$ cat src/rtl/sync_debouncer.sv
// Multi-channel input conditioner: N-flop synchroniser, per-channel debounce counter, registered edge pulses.
// Build option SYNC_DEBOUNCER_EDGE_EN enables rise_pulse/fall_pulse/changed; otherwise they are tied to 0.
module sync_debouncer #(
    parameter int DIGITS          = 6,
    parameter int SYNC_STAGES     = 2,
    parameter int DEBOUNCE_CYCLES = 4,
    localparam int CNT_W          = $clog2(DEBOUNCE_CYCLES + 1)
) (
    input  logic              clk,
    input  logic              rst_n,
    input  logic [DIGITS-1:0] data_in,
    output logic [DIGITS-1:0] data_out,
    output logic [DIGITS-1:0] rise_pulse,
    output logic [DIGITS-1:0] fall_pulse,
    output logic              changed
);

    localparam logic [CNT_W-1:0] CNT_MAX = CNT_W'(DEBOUNCE_CYCLES - 1);

    logic [DIGITS-1:0] sync_q [SYNC_STAGES];
    logic [DIGITS-1:0] sync_d [SYNC_STAGES];
    logic [CNT_W-1:0]  cnt_q  [DIGITS];
    logic [CNT_W-1:0]  cnt_d  [DIGITS];
    logic [DIGITS-1:0] data_out_q;
    logic [DIGITS-1:0] data_out_d;
    logic [DIGITS-1:0] sample;

    always_comb begin
        sync_d[0] = data_in;
        for (int k = 1; k < SYNC_STAGES; k++) begin
            sync_d[k] = sync_q[k-1];
        end
    end

    assign sample = sync_q[SYNC_STAGES-1];

    // A level is accepted only on the DEBOUNCE_CYCLES-th consecutive mismatching edge.
    always_comb begin
        data_out_d = data_out_q;
        for (int i = 0; i < DIGITS; i++) begin
            cnt_d[i] = '0;
            if (sample[i] != data_out_q[i]) begin
                if (cnt_q[i] == CNT_MAX) begin
                    data_out_d[i] = sample[i];
                end else begin
                    cnt_d[i] = cnt_q[i] + 1'b1;
                end
            end
        end
    end

    always_ff @(posedge clk or negedge rst_n) begin
        if (!rst_n) begin
            for (int k = 0; k < SYNC_STAGES; k++) begin
                sync_q[k] <= '0;
            end
            for (int i = 0; i < DIGITS; i++) begin
                cnt_q[i] <= '0;
            end
            data_out_q <= '0;
        end else begin
            for (int k = 0; k < SYNC_STAGES; k++) begin
                sync_q[k] <= sync_d[k];
            end
            for (int i = 0; i < DIGITS; i++) begin
                cnt_q[i] <= cnt_d[i];
            end
            data_out_q <= data_out_d;
        end
    end

    assign data_out = data_out_q;

`ifdef SYNC_DEBOUNCER_EDGE_EN
    logic [DIGITS-1:0] rise_q;
    logic [DIGITS-1:0] rise_d;
    logic [DIGITS-1:0] fall_q;
    logic [DIGITS-1:0] fall_d;
    logic              changed_q;
    logic              changed_d;

    // Pulses are computed from the next data_out so they land in its update cycle.
    always_comb begin
        rise_d    = data_out_d & ~data_out_q;
        fall_d    = ~data_out_d & data_out_q;
        changed_d = |(rise_d | fall_d);
    end

    always_ff @(posedge clk or negedge rst_n) begin
        if (!rst_n) begin
            rise_q    <= '0;
            fall_q    <= '0;
            changed_q <= 1'b0;
        end else begin
            rise_q    <= rise_d;
            fall_q    <= fall_d;
            changed_q <= changed_d;
        end
    end

    assign rise_pulse = rise_q;
    assign fall_pulse = fall_q;
    assign changed    = changed_q;
`else
    assign rise_pulse = '0;
    assign fall_pulse = '0;
    assign changed    = 1'b0;
`endif

endmodule
$ cat config.mk
export PLATFORM = sky130hd
export DESIGN_NAME = sync_debouncer
export DESIGN_NICKNAME = d
export VERILOG_FILES = /design/src/rtl/sync_debouncer.sv
export SDC_FILE = /design/constraint.sdc
export NUM_CORES = 1
export LEC_CHECK = 0
export ABC_AREA = 0
export BUFFER_PORTS_ARGS = -buffer_cell sky130_fd_sc_hd__buf_4
export CAP_MARGIN = 0
export CORE_UTILIZATION = 48
export DETAILED_ROUTE_END_ITERATION = 10
export PLACE_DENSITY_LB_ADDON = 0.15
export SLEW_MARGIN = 40
export SYNTH_ARGS = -nofsm -noshare
export SYNTH_HDL_FRONTEND = slang
export SYNTH_SLANG_ARGS = --single-unit
$ cat constraint.sdc
create_clock -name clk -period 1.1 [get_ports clk]
set_input_delay 0.22 -clock clk [delete_from_list [all_inputs] [get_ports clk]]
set_output_delay 0.22 -clock clk [all_outputs]
set_load 0.05 [all_outputs]
Yosys cells after proc, flatten, opt, wreduce, memory -nomap -nowiden
Cells that the tools add are included.
- bits in registers: 36
- latch bits: 0
- RAM bits: 0
- ROM bits: 0
- input port bits: 8
- output and inout bits: 19
- word-level logic and storage cells: 50
- memories: 0
- add/subtract/negate cells: 6
- multiply operators: 0
- divide/modulo/power cells: 0
- magnitude comparators: 0
- equal/unequal tests: 12
- shift-type cells: 0
- multiplexer cells: 12
- bitwise logic cells: 0
- reductions and logical operators: 6
- operators by type and width (kind ; number):
    3-bit 2-to-1 mux ; 12
    3-bit by 1-bit adder with 3-bit output (second input constant) ; 6
    3-bit by 2-bit equality test with 1-bit output (second input constant) ; 6
    2-bit AND reduction ; 6
    1-bit != test ; 6

Depth between registers and ports, before layout
Gate-level depths: netlist (run 1).
- depth in word-level cells: 3
- depth in mapped cells: 3
- gate-level depth less buffers: 3

Worst setup path before layout (run 1)
Ideal clock, no wire load.
- kind: reg-to-reg
- from: register data_out_q[2], in the netlist data_out[2]
- to: register cnt_q[10] (netlist name)
- library setup time: 0.088 ns
- arrival: 0.997 ns
- required time: 1.012 ns
- setup slack: 0.015 ns
- cell stages (with the launch flop): 3
- buffers on the path: 0
- period minus slack after synthesis: 1.085 ns
- cells stage by stage: dfrtp_1 -> xnor2_1 -> nor3b_1
- RTL lines (element ; RTL line ; RTL):
    from (decl) ; 24 ; logic [DIGITS-1:0] data_out_q;
    from (signal assigned) ; 68 ; data_out_q <= data_out_d;
    to (signal, indexed assignment) ; 66 ; cnt_q[i] <= cnt_d[i];
    to (decl) ; 22 ; logic [CNT_W-1:0] cnt_q [DIGITS];

Final worst setup path (run 1)
- from: register cnt_q[0] (netlist name)
- to: register data_out_q[5], in the netlist data_out[5]
- longest elaborated chain between the ends: 2
- RTL lines (element ; RTL line ; RTL):
    3-bit by 2-bit equality test with 1-bit output ; 43 ; if (cnt_q[i] == CNT_MAX) begin
    2-bit AND reduction (no line) ; - ;
Every way passes these cells.
A chain may end at the register's enable or synchronous reset.

==> summary.txt, run 1 <==
status - finished, violations left
failing checks - negative setup slack
io pins - 27
fin worst setup slack - -0.0525 ns
Yosys cell types - 10
largest net degree at the start of global routing - 37
Worst EP required - 1.32 ns
Syn Area/Cell - 15.2 µm²
# nets final - 153
post-synthesis cell count - 92
Power Dens Cells - 2470 mW/mm²
max frequency - 868 MHz
Filler cells - 214
final WL - 2020 µm
Combinational Power Share - 45.3%
port buffer count - 13
Max-Cap Viols - 0
Num CTS Buffers - 5
fin area - 0.00188 mm²
Layout area overhead - 34.8%
H-Tree Depth - 2
vias in the first global route - 832
CP Launch Type - flop
Tmin final - 1.15 ns
n_diodes - 0
hold slack final - 0.355 ns
Sw Ratio - 34.6%
synthesized area - 0.00140 mm²
detailed-placement wirelength estimate - 1150 µm
sequential fraction of the synthesis area - 64.5%
Sink Count - 36
TritonCTS clock tree - done
CTS root buf - clkbuf_4
starting DRC count in detailed routing - 10
clock power share - 15.3%
Max Transition Viols Final - 0
CP max FO - 2
Die Span Y - 56.0 µm
Crit. End Element - flop
total iterations of the first detailed-routing run - 3
global placement routability congestion - 0.617
GRT Total Usage - 14.4%
worst skew pair latency - 0.33 ns
share of power burned in registers - 39.4%
multi-input gate area in the final layout - 527 µm²
Register Area - 901 µm²
placed inst area - 0.00151 mm²
Worst R2R Setup Slack - -0.05 ns
Placed Instances - 139
Final Hold Viols - 0
VDD IR max - 1.72 mV
Die X - 56.0 µm
clock buffer depth - 2
crit path cell chain - ha_2 > nor2b_4 > mux2_4
Internal Power - 3.04 mW
Yosys reg bits - 36
critical path class - flop to flop
WL/cell - 11.8 µm
vias after detailed routing - 788
leak pwr - 0.908 nW
Initial Utilization - 50.7%
area share of the largest cell type after synthesis - 64.5%
Area contributors post-synth - dfrtp_1 (64%), buf_4 (7.0%), nor2b_4 (5.9%)
initial antenna violation count - 0
Synth area leader - dfrtp_1
full die area - 0.00313 mm²
endpoints failing setup - 11
Post-Route Skew - 0.00956 ns
WP data arrival - 1.37 ns
number of core rows - 19
fin crit share - 105%
post-route ant nets - 0
vias per std cell - 4.61
sw power - 1.61 mW
final routed DRC violation total - 0
layout cells sized above 1 - 47.1%
Slowest Stage Delay on Critical Path - 0.38 ns
Hold Crit Class - input port to async pin
Clock transition at path regs - 0.10 ns
core region area - 0.00276 mm²
synth warn - 0
RSZ-0062 raised after global routing - yes
cell at the slowest stage of the critical path - dfrtp_1
gr ovfl total - 0
Non-Filler Instances - 171
first-pass GRT wire length - 3370 µm
cell families (layout without fill, tap and decap cells):
group	Yosys count	in the layout	share of synthesized area [%]
and+or+nand+nor	24	24	14.3
xor gates and xnor gates	6	6	3.76
adders and majority gates	6	6	5.37
buffers and inverters	13	49	6.98
other	1	13	0.268
DFF	36	36	64.5
muxes	6	6	4.83
critical path: cells and delay by family, from the launching register on:
family	cells	cell delay, ns
mux	1	0.30
flops	1	0.38
fa+ha+maj	1	0.19
simple gates	1	0.17
sequential cells by signal, indices dropped and copies added (netlist names):
register	cells
cnt_q	18
data_out	6
sample	6
sync_d	6
Yosys cell counts:
library cell	number
mux2_2	6
dfrtp_1	36
nor3_1	6
xnor2_1	6
nor2b_1	2
ha_1	6
nor3b_1	10
conb_1	1
buf_4	13
nor2b_4	6
power groups by stage:
stage	logic (mW)	registers (mW)	clock network, mW
3_5_place_dp	1.44	1.86	0
2_1_floorplan	0.715	2.21	0
6_report	2.10	1.83	0.712
5_1_grt	2.25	1.86	0.808
4_1_cts	1.82	1.83	0.747
3_3_place_gp	1.40	1.84	0
per-stage QoR:
step	power, mW	setup TNS (ns)	utilization (%)	worst slack, ns
2_1_floorplan	2.93	0	-	0.0153
3_3_place_gp	3.24	-0.0293	54.8	-0.0196
3_5_place_dp	3.30	-0.164	54.8	-0.0511
4_1_cts	4.40	-0.367	64.5	-0.0596
5_1_grt	4.93	-0.835	68.3	-0.0957
6_report	4.64	-0.253	68.3	-0.0525
cells in the final DEF, fill, tap and decap left out:
master	instances
buf_4	25
buf_6	9
clkbuf_1	2
clkbuf_4	5
clkbuf_8	1
conb_1	13
dfrtp_1	36
dlygate4sd3_1	7
ha_2	6
mux2_4	6
nor2b_1	2
nor2b_4	6
nor3_1	5
nor3_2	1
nor3b_1	5
nor3b_2	5
xnor2_1	4
xnor2_2	2
layout make-up:
cell class | instances | share of cell area [%]
tap | 31 | 2.06
timing repair buffer | 41 | 19.1
multi-input combinational | 55 | 28.0
clock buffer | 8 | 3.12
sequential | 36 | 47.8
repair_timing:
action / 4_1_cts / 5_1_grt
setup buffers: 11 / 6
pin swaps: 6 / 5
gates resized for setup: 17 / 12
endpoints found under the hold margin: 42 / 0
hold buffers: 7 / 0
endpoints found under the setup margin: 15 / 20
worst paths after layout:
path	from	endpoint	cells after the start
worst max-delay path	cnt_q[0]$_DFF_PN0_	data_out[5]$_DFFE_PN0P_	3
worst min-delay path	rst_n	cnt_q[9]$_DFF_PN0_	2
worst max register to register	cnt_q[0]$_DFF_PN0_	data_out[5]$_DFFE_PN0P_	3
worst min register to register	sync_d[1]$_DFF_PN0_	sample[1]$_DFF_PN0_	0
max in group asynchronous	rst_n	sync_d[1]$_DFF_PN0_	2
min in group clk	sync_d[1]$_DFF_PN0_	sample[1]$_DFF_PN0_	0
layer usage:
| metal | part of all wire, % | GRT usage, % |
|---|---|---|
| met5 | 0 | 0 |
| met4 | 1.7 | 8.36 |
| met3 | 4.2 | 4.88 |
| met2 | 52 | 22.6 |
| met1 | 42 | 17.1 |
(Power assumes the default switching activity.)
==> inputs of run 2 (changes only) <==
- RECOVER_POWER: unset -> 50
==> run 2 against run 1 <==
Net effect:
- the flow still finishes with violations (negative setup slack)
- die area did not move
- wire length fell by 0.45%
- hold slack improved by 0.0020 ns
- global-route usage did not move
- total power barely moved
- sequential power barely moved
- largest power group unchanged
- highest routed layer unchanged
==> summary.txt, run 2 (same netlist as run 1, synthesis figures left out) <==
status - finished, violations left
failing checks - negative setup slack
Total Power - 4.64 mW (about the same)
largest net degree at the start of global routing - 37 (unchanged)
critical path class - flop to flop
n_diodes - 0 (unchanged)
final WL - 2010 µm (-0.45%)
Worst R2R Setup Slack - -0.05 ns (about the same)
FF-to-FF Start - cnt_q[0]$_DFF_PN0_
H-Tree Depth - 2 (unchanged)
Critical R2R Capture - data_out[5]$_DFFE_PN0P_
clock buffer depth - 2 (unchanged)
full die area - 0.00313 mm² (unchanged)
Sink Count - 36 (unchanged)
max reg flops - 18 (unchanged)
Max-Cap Viols - 0 (unchanged)
Final Hold Viols - 0 (unchanged)
TritonCTS clock tree - done
vias per std cell - 4.61 (unchanged)
global placement routability congestion - 0.617 (unchanged)
max frequency - 868 MHz (about the same)
most frequent cells in the layout - dfrtp_1 (36), buf_4 (18), conb_1 (13)
WP data arrival - 1.37 ns (about the same)
Crit. End Element - flop
layout cells sized above 1 - 47.1% (unchanged)
Hold Crit Class - flop to flop
final routed DRC violation total - 0 (unchanged)
Reg with most FFs - cnt_q
Power Dens Cells - 2460 mW/mm² (about the same)
WL/cell - 11.7 µm (-0.45%)
Filler cells - 214 (unchanged)
fin worst setup slack - -0.0524 ns (+0.000105 ns)
initial antenna violation count - 0 (unchanged)
vias after detailed routing - 788 (unchanged)
Placed Instances - 139 (unchanged)
commonest non-fill, non-tap cell in the layout - dfrtp_1
GRT Total Usage - 14.4% (unchanged)
detailed-placement wirelength estimate - 1150 µm (unchanged)
Die Span Y - 56.0 µm (unchanged)
core region area - 0.00276 mm² (unchanged)
CP max FO - 2 (unchanged)
setup TNS - -0.253 ns (-0.0000130 ns)
vias in the first global route - 832 (unchanged)
Critical Path End - data_out[5]$_DFFE_PN0P_
Tmin final - 1.15 ns (-0.000105 ns)
Max Transition Viols Final - 0 (unchanged)
port buffer count - 13 (unchanged)
Post-Route Skew - 0.00948 ns (-0.0000803 ns)
io pins - 27 (unchanged)
Layout area overhead - 34.8% (unchanged)
post-route ant nets - 0 (unchanged)
Worst EP required - 1.32 ns (about the same)
worst skew pair latency - 0.33 ns (about the same)
Die X - 56.0 µm (unchanged)
r2r worst-path depth - 3 (unchanged)
gr ovfl total - 0 (unchanged)
Non-Filler Instances - 171 (unchanged)
fin crit share - 105% (about the same)
first-pass GRT wire length - 3370 µm (unchanged)
Initial Utilization - 50.7% (unchanged)
CP Launch Type - flop
number of core rows - 19 (unchanged)
RSZ-0062 raised after global routing - yes
CTS root buf - clkbuf_4
Clock transition at path regs - 0.10 ns (about the same)
CP Launch Point - cnt_q[0]$_DFF_PN0_
# nets final - 153 (unchanged)
leak pwr - 0.907 nW (-0.16%)
Util after Layout - 68.3% (unchanged)
starting DRC count in detailed routing - 10 (unchanged)
endpoints failing setup - 11 (unchanged)
total iterations of the first detailed-routing run - 3 (unchanged)
VDD IR max - 1.72 mV (about the same)
Num CTS Buffers - 5 (unchanged)
-- run 2: worst max-delay path, cell delays in order (launching register included) --
cell and delay [ns]:
dfrtp_1 0.38, ha_2 0.19, nor2b_4 0.17, mux2_4 0.30
-- run 2: metrics by stage --
step | area, µm² | hold slack, ns | setup WS (ns)
global placement | 1510 | 0.193 | -0.0196
floorplan | 1440 | -0.0756 | 0.0153
finish | 1880 | 0.357 | -0.0524
global route | 1880 | 0.364 | -0.0957
CTS | 1780 | 0.359 | -0.0596
detailed placement | 1510 | 0.200 | -0.0511
-- run 2: how the worst min path moves through the flow --
stage	from	endpoint	slack, ns	depth (start not counted)
after floorplan	rst_n	cnt_q[0]$_DFF_PN0_	-0.08	0
after detailed placement	rst_n	cnt_q[9]$_DFF_PN0_	0.20	1
after CTS	sync_d[1]$_DFF_PN0_	sample[1]$_DFF_PN0_	0.36	0
final	sync_d[1]$_DFF_PN0_	sample[1]$_DFF_PN0_	0.36	0
after global routing	sync_d[3]$_DFF_PN0_	sample[3]$_DFF_PN0_	0.36	0
after global placement	rst_n	cnt_q[9]$_DFF_PN0_	0.19	1
-- run 2: per-layer routing --
layer	vias up	share of wire [%]	track usage, %
met5	-	0	0
met2	26	52	22.6
met3	5	4.2	4.88
met4	0	1.7	8.36
met1	386	42	17.1
li1	371	-	-
-- run 2: power breakdown --
group	total (mW)	leakage, nW	switching, mW	internal [mW]
clock	0.712	0.0326	0.396	0.315
sequential	1.83	0.450	0.198	1.63
combinational	2.10	0.424	1.01	1.09
-- run 2: layout make-up --
class	instances	area (µm²)	share of cell area [%]
Timing Repair Buffer	41	359	19.1
Sequential cell	36	901	47.8
Clock buffer	8	58.8	3.12
Tap cell	31	38.8	2.06
Multi-Input combinational cell	55	527	28.0
-- run 2: repair_timing --
| action | in CTS | in global routing |
|---|---|---|
| resized for setup | 17 | 12 |
| gates cloned | 0 | 0 |
| hold buffers | 7 | 0 |
| hold endpoints to repair | 42 | 0 |
| pin swaps | 6 | 5 |
| setup endpoints to repair | 15 | 20 |
| setup buffers | 11 | 6 |
==> inputs of run 3 (changes only) <==
- GPL_TIMING_DRIVEN: unset -> 0
- SLEW_MARGIN: 40 -> unset
==> run 3 against run 2 <==
Net effect:
- the run still ends with negative setup slack left
- highest routed layer unchanged
- sequential share of layout area decreased by 2.2 points
- global-route usage increased by 0.55 points
- final area increased by 4.9%
- count of clock-buffer cells in the layout decreased by 2
==> summary.txt, run 3 (same netlist as run 1, synthesis figures left out) <==
Max-Cap Viols - 0 (unchanged)
# nets final - 165 (+7.8%)
CTS root buf - clkbuf_4
max reg flops - 18 (unchanged)
Layout area overhead - 41.5%
Sw Ratio - 35.0% (+0.43 points)
vias after detailed routing - 830 (+5.3%)
Post-Route Skew - 0.0155 ns (+0.00599 ns)
status - finished, violations left
setup TNS - -0.237 ns (+0.0155 ns)
fin worst setup slack - -0.0479 ns (+0.00449 ns)
worst skew pair latency - 0.33 ns (about the same)
fin crit share - 104% (-0.41 points)
clock buffer depth - 2 (unchanged)
Die Span Y - 56.0 µm (unchanged)
Num CTS Buffers - 5 (unchanged)
io pins - 27 (unchanged)
Register Area - 901 µm² (unchanged)
global placement routability congestion - 0.588 (-4.7%)
critical path class - flop to flop
port buffer count - 13 (unchanged)
Initial Utilization - 50.7% (unchanged)
final WL - 2210 µm (+9.9%)
Final Hold Viols - 0 (unchanged)
post-route ant nets - 0 (unchanged)
Reg with most FFs - cnt_q
initial antenna violation count - 0 (unchanged)
commonest non-fill, non-tap cell in the layout - dfrtp_1
Total Power - 4.74 mW (+2.2%)
vias in the first global route - 849 (+2.0%)
WL/cell - 12.1 µm (+2.7%)
first-pass GRT wire length - 3440 µm (+2.3%)
largest net degree at the start of global routing - 37 (unchanged)
vias per std cell - 4.54 (-1.6%)
Worst EP required - 1.33 ns (about the same)
Power Dens Cells - 2400 mW/mm² (-2.6%)
hold slack final - 0.348 ns (-0.00902 ns)
Die X - 56.0 µm (unchanged)
Combinational Power Share - 46.5% (+1.3 points)
Sink Count - 36 (unchanged)
Filler cells - 192 (-10%)
final routed DRC violation total - 0 (unchanged)
Crit. End Element - flop
core region area - 0.00276 mm² (unchanged)
n_diodes - 0 (unchanged)
most frequent cells in the layout - dfrtp_1 (36), buf_4 (32), conb_1 (13)
number of core rows - 19 (unchanged)
multi-input gate area in the final layout - 534 µm² (+1.4%)
RSZ-0062 raised after global routing - yes
full die area - 0.00313 mm² (unchanged)
clock power share - 14.9% (-0.4 points)
layout cells sized above 1 - 53.3% (+6.1 points)
TritonCTS clock tree - done
failing checks - negative setup slack
starting DRC count in detailed routing - 11 (+1)
detailed-placement wirelength estimate - 1210 µm (+4.5%)
cell at the slowest stage of the critical path - dfrtp_1
Clock transition at path regs - 0.11 ns (about the same)
leak pwr - 0.980 nW (+8.1%)
VDD IR max - 2.07 mV (+20%)
crit path cell chain - ha_2 > nor2b_4 > mux2_4
share of power burned in registers - 38.5% (-0.9 points)
Max Transition Viols Final - 0 (unchanged)
Tmin final - 1.15 ns (-0.00449 ns)
Hold Crit Class - flop to flop
GRT Total Usage - 14.9% (+0.55 points)
gr ovfl total - 0 (unchanged)
Internal Power - 3.08 mW (+1.5%)
endpoints failing setup - 10 (-1)
CP Launch Type - flop
sw power - 1.66 mW (+3.5%)
total iterations of the first detailed-routing run - 3 (unchanged)
WP data arrival - 1.38 ns (about the same)
CP max FO - 2 (unchanged)
Worst R2R Setup Slack - -0.05 ns (about the same)
H-Tree Depth - 2 (unchanged)
Slowest Stage Delay on Critical Path - 0.38 ns (about the same)
max frequency - 871 MHz (+0.39%)
[run 3: per-stage QoR]
| stage | std cells | setup slack [ns] | instance area [µm²] | util [%] |
|---|---|---|---|---|
| 2_1_floorplan | 104 | 0.0153 | 1440 | - |
| 3_3_place_gp | 148 | -0.0199 | 1580 | 57.3 |
| 3_5_place_dp | 148 | -0.0557 | 1580 | 57.3 |
| 4_1_cts | 177 | -0.0526 | 1880 | 68.2 |
| 5_1_grt | 183 | -0.0934 | 1980 | 71.7 |
| 6_report | 183 | -0.0479 | 1980 | 71.7 |
[run 3: path summary, 6_finish.rpt]
path	start	endpoint	cells after the start
setup / recovery	cnt_q[0]$_DFF_PN0_	data_out[5]$_DFFE_PN0P_	3
hold / removal	sync_d[2]$_DFF_PN0_	sample[2]$_DFF_PN0_	0
setup reg to reg	cnt_q[0]$_DFF_PN0_	data_out[5]$_DFFE_PN0P_	3
hold reg to reg	sync_d[2]$_DFF_PN0_	sample[2]$_DFF_PN0_	0
max in group asynchronous	rst_n	cnt_q[16]$_DFF_PN0_	2
min in group asynchronous	rst_n	cnt_q[11]$_DFF_PN0_	2
[run 3: routing by layer]
metal  wire length [µm]  global-route usage (%)
met3                120                    6.05
met1                895                    16.0
met4                 37                    8.36
met2               1150                    24.8
met5                  0                       0
[run 3: layout make-up]
type / count / share of cell area, %
Clock inverter: 2 / 0.506
Buffer: 13 / 4.94
Clock buffer: 6 / 2.59
Sequential cell: 36 / 45.6
Tap cell: 31 / 1.96
Timing Repair Buffer: 40 / 17.4
Multi-Input combinational cell: 55 / 27.0
[run 3: what timing repair did]
item	in CTS	in global routing
hold buffers	7	0
setup endpoints to repair	12	18
pin swaps	6	3
endpoints found under the hold margin	42	0
buffers inserted	14	6
resized for setup	19	9
[run 3: worst max-delay path: cells and delay by family (launching register included)]
family	cells	cell delay, ns
and+or+nand+nor	1	0.17
muxes	1	0.31
DFF	1	0.38
adders and majority gates	1	0.19
[run 3: power by group through the flow]
stage               registers (mW)  clock network [mW]  logic (mW)
finish                        1.83               0.709        2.21
global route                  1.86               0.799        2.36
CTS                           1.82               0.740        1.92
detailed placement            1.86                   0        1.44
global placement              1.84                   0        1.40
floorplan                     2.21                   0       0.715
